**config.mk**
```make
export PLATFORM = sky130hd
export DESIGN_NAME = twos_comp_serial
export DESIGN_NICKNAME = d
export VERILOG_FILES = /design/src/rtl/twos_comp_serial.sv
export SDC_FILE = /design/constraint.sdc
export NUM_CORES = 1
export LEC_CHECK = 0
export ABC_CLOCK_PERIOD_IN_PS = 1400
export BUFFER_PORTS_ARGS = -buffer_cell sky130_fd_sc_hd__buf_4
export CAP_MARGIN = 5
export CORE_MARGIN = 2
export CORE_UTILIZATION = 51
export CTS_CLUSTER_DIAMETER = 120
export CTS_CLUSTER_SIZE = 16
export DETAILED_ROUTE_END_ITERATION = 10
export GPL_ROUTABILITY_DRIVEN = 0
export GPL_TIMING_DRIVEN = 1
export HOLD_SLACK_MARGIN = 0.03
export PLACE_DENSITY = 0.76
export SKIP_CTS_REPAIR_TIMING = 1
export SLEW_MARGIN = 40
export SYNTH_ARGS = -nofsm -noshare
export SYNTH_HDL_FRONTEND = slang
export SYNTH_SLANG_ARGS = --single-unit
export TNS_END_PERCENT = 1
```
**constraint.sdc**
```tcl
create_clock -name clk -period 1.4 [get_ports clk]
set_input_delay 0.07 -clock clk [delete_from_list [all_inputs] [get_ports clk]]
set_output_delay 0.07 -clock clk [all_outputs]
set_load 0.005 [all_outputs]
```
**src/rtl/twos_comp_serial.sv**
```systemverilog
// Bit-serial two's-complement negate / absolute-value unit.
// Operand is consumed LSB-first with the copy-through-first-1-then-invert rule.
module twos_comp_serial #(
  parameter int WIDTH = 8
) (
  input  logic             clk,
  input  logic             rst,
  input  logic             in_valid,
  output logic             in_ready,
  input  logic             mode,
  input  logic [WIDTH-1:0] a,
  output logic             out_valid,
  input  logic             out_ready,
  output logic [WIDTH-1:0] comp,
  output logic             ovf,
  output logic             busy
);

  localparam int CNT_W = (WIDTH > 1) ? $clog2(WIDTH) : 1;
  localparam logic [CNT_W-1:0] LAST_BIT = CNT_W'(WIDTH - 1);
  localparam logic [WIDTH-1:0] MOST_NEG = {1'b1, {(WIDTH-1){1'b0}}};

  typedef enum logic [1:0] {IDLE, SHIFT, DONE} state_t;

  state_t           state;
  logic [WIDTH-1:0] shift_reg;
  logic [WIDTH-1:0] comp_reg;
  logic [CNT_W-1:0] cnt;
  logic             seen_one;
  logic             invert_en;
  logic             ovf_reg;
  logic             capture_inv;
  logic             bit_out;

  // Abs mode only inverts negative operands; negate mode always does.
  assign capture_inv = ~mode | a[WIDTH-1];
  assign bit_out     = (invert_en & seen_one) ? ~shift_reg[0] : shift_reg[0];

  always_ff @(posedge clk or posedge rst) begin
    if (rst) begin
      state     <= IDLE;
      shift_reg <= '0;
      comp_reg  <= '0;
      cnt       <= '0;
      seen_one  <= 1'b0;
      invert_en <= 1'b0;
      ovf_reg   <= 1'b0;
    end else begin
      case (state)
        IDLE: begin
          if (in_valid) begin
            shift_reg <= a;
            invert_en <= capture_inv;
            ovf_reg   <= capture_inv && (a == MOST_NEG);
            cnt       <= '0;
            seen_one  <= 1'b0;
            state     <= SHIFT;
          end
        end
        SHIFT: begin
          // Result bits enter at the MSB so the LSB lands in bit 0 after WIDTH shifts.
          comp_reg  <= {bit_out, comp_reg[WIDTH-1:1]};
          shift_reg <= shift_reg >> 1;
          seen_one  <= seen_one | shift_reg[0];
          cnt       <= cnt + CNT_W'(1);
          if (cnt == LAST_BIT) begin
            state <= DONE;
          end
        end
        DONE: begin
          if (out_ready) begin
            state <= IDLE;
          end
        end
        default: state <= IDLE;
      endcase
    end
  end

  assign in_ready  = (state == IDLE);
  assign out_valid = (state == DONE);
  assign busy      = (state != IDLE);
  assign comp      = comp_reg;
  assign ovf       = ovf_reg;

endmodule

```
==> summary.txt <==
Clock net sink count = 24
Critical Path Stages = 5
Pre-antenna DRT Iters = 4
I/O pin total = 25
Highest clock rate = 710 MHz
Clock tree from TritonCTS = done
Fraction of synthesis flops using an asynchronous set or reset pin = 100%
CTS H-tree lvls = 1
Most used flip-flop cell after synthesis = dfrtp_1
Final setup violation count = 3
Nets = 162
Routed via count = 902
Required time worst endpoint = 1610 ps
First-pass GRT wire length = 3530 µm
Outcome = finished with violations
Ratio of cells with drive above 1 in the final layout = 31.0%
Type of the most critical hold path = input port to flip-flop
Instance count after placement with tap cells included = 161
Vertical extent of the die = 49.5 µm
Aggregate routed wire length = 2320 µm
TritonCTS buffer count = 3
Time the worst path needs with I/O delays and setup = 1410 ps
Leak Pwr = 0.712 nW
Synthesis-to-layout area growth = 34.4%
Die outline area = 0.00245 mm²
Worst VDD drop = 0.00108 V
Maximum number of pins on one net before global-route repair = 25
Distinct cell type count after synthesis = 26
Critical Path Fanout Max = 7
Number of design rule violations left after detail routing = 0
Mean area per synthesized cell = 9.58 µm²
Initial Util = 53.7%
Overflow left after global routing = 0
Total of warnings raised by yosys = 0
Final slew viol count = 0
Post-Synthesis Cell Area = 0.00105 mm²
ANT cells = 0
Path type of the worst setup path = flip-flop to flip-flop
Slowest cell delay on critical path = 420 ps
Worst R2R End = shift_reg[3]$_DFFE_PP0P_
Antenna violations before repair = 0
Overall routing resource usage = 19.1%
Count of standard-cell rows = 16
Violations in the final reports = setup timing
Chip Width = 49.5 µm
Detailed-route wire length per cell = 13.5 µm
Setup repair after global routing missed its margin = yes
Setup crit end kind = flip-flop
DRT iter0 DRCs = 15
Worst setup slack for register-to-register paths = -9 ps
Post-layout util = 72.2%
Clock Pin Slew Worst Setup and Hold Paths = 120 ps
Worst r2r src = state[0]$_DFFE_PP0P_
Filler-free cell count of the finished design = 172
Max-capacitance violation count = 0
Register area share after synthesis = 57.0%
Via count of the first global-routing pass = 818
Count of cells along the worst hold path = 3
Worst setup SP type = flip-flop
Data arrival time of the critical path = 1620 ps
Least setup slack across all paths after layout = -9.30 ps
Clk Latency, worst-skew pair = 310 ps
Worst R2R Path Depth = 5
Vias per cell = 5.24
Cell Pwr Density = 2050 mW/mm²
Final HPWL DP = 1500 µm
Number of hold violations in the final report = 0
Final Cycle Share = 101%
Synthesized instance count = 110
Slew HR = 52.6%
Count of flip-flops with a built-in enable after synthesis = 0
CTS Buffer Depth = 2
# port buffers = 24
Slew at the pin closest to its max-slew limit = 707 ps
First element of the critical path = state[0]$_DFFE_PP0P_
Critical path buffer and inverter count = 2
Sequence of cells on the critical path = buf_4, or3b_4, buf_6, o22ai_2, nor2_1
Worst Skew = 3.46 ps
DRT antenna net count = 0
Clock root buffer master = clkbuf_4
Core area = 0.00196 mm²
Timing endpoint of the critical path = shift_reg[3]$_DFFE_PP0P_
Flip-flop and latch count after synthesis = 24
Number of nets in the synthesized netlist = 125
Slowest library cell on the worst path = or3b_4
Top Family by Delay on Critical Path = simple AND/OR/NAND/NOR gates
[power by group]
part	switching, mW	internal [mW]	leakage [nW]
logic	0.698	0.695	0.406
registers	0.207	1.00	0.293
clock network	0.198	0.101	0.0138
[per-stage QoR]
| step | setup slack, ps | area [µm²] | TNS, ps | hold WS (ps) | total power, mW |
|---|---|---|---|---|---|
| after floorplan | 114 | 1050 | 0 | 84.6 | 2.02 |
| after global placement | -165 | 1280 | -2010 | 137 | 2.42 |
| after detailed placement | -10.2 | 1280 | -10.2 | 140 | 2.49 |
| after CTS | -35.5 | 1310 | -91.1 | -208 | 2.79 |
| after global routing | -47.8 | 1420 | -326 | 30.8 | 3.16 |
| final | -9.30 | 1420 | -22.0 | 29.6 | 2.90 |
[synth_stat cells (all sizes together), types with 2 or more instances]
master | count | area (µm²)
nand2 | 29 | 109
dfrtp | 24 | 601
nor2 | 9 | 33.8
nor3 | 7 | 35.0
o22ai | 7 | 62.6
buf | 6 | 36.3
nand3 | 5 | 25.0
inv | 4 | 15.0
o21ai | 4 | 20.0
ha | 2 | 25.0
[worst register-to-register path: cells and delay by family (launching register included)]
family,cells,cell delay (ps)
buf+inv,2,310
simple gates,2,480
flops,1,400
compound gates,1,130
[logic make-up (layout without fill, tap and decap cells)]
group | count (synthesis) | in the layout | synth area share [%]
XOR/XNOR | 1 | 1 | 0.832
AO/OA/AOI/OAI | 14 | 14 | 9.74
AND/OR/NAND/NOR | 58 | 58 | 24.8
flip-flops | 24 | 24 | 57.0
adder cells (fa/ha/maj) | 2 | 2 | 2.37
buffers and inverters | 11 | 46 | 5.22
[per-layer routing]
layer	up-vias	share of wire, %	global-route usage, %
li1	437	-	-
met1	434	44	24.2
met2	23	50	32.4
met3	8	3.9	3.64
met4	0	2.3	7.41
met5	-	0	0
[worst min-delay path by stage]
stage,startpoint,end
after detailed placement,rst,comp[2]$_DFFE_PP0N_
after floorplan,rst,cnt[0]$_DFFE_PP0P_
final,a[2],shift_reg[2]$_DFFE_PP0P_
after global placement,rst,comp[2]$_DFFE_PP0N_
after global routing,a[6],shift_reg[6]$_DFFE_PP0P_
after CTS,rst,comp[2]$_DFFE_PP0N_
[placed cells by master (no fill, tap or decap), types with 3 or more instances in the layout]
cell type      instances
nor2_1                 9
dlygate4sd3_1          7
dfrtp_1               24
inv_1                  4
nand2_1               29
buf_4                 31
o21ai_0                3
nand3_1                5
o22ai_2                7
clkbuf_4               3
nor3_1                 7
[final cells by class]
| cell class | count | area (µm²) |
|---|---|---|
| tap | 27 | 33.8 |
| sequential | 24 | 601 |
| timing repair buffer | 39 | 314 |
| clock buffer | 3 | 22.5 |
| inverter | 4 | 15.0 |
| fill | 154 | 546 |
| multi-input combinational | 75 | 430 |
No activity file was read; power rests on OpenSTA's default activity.
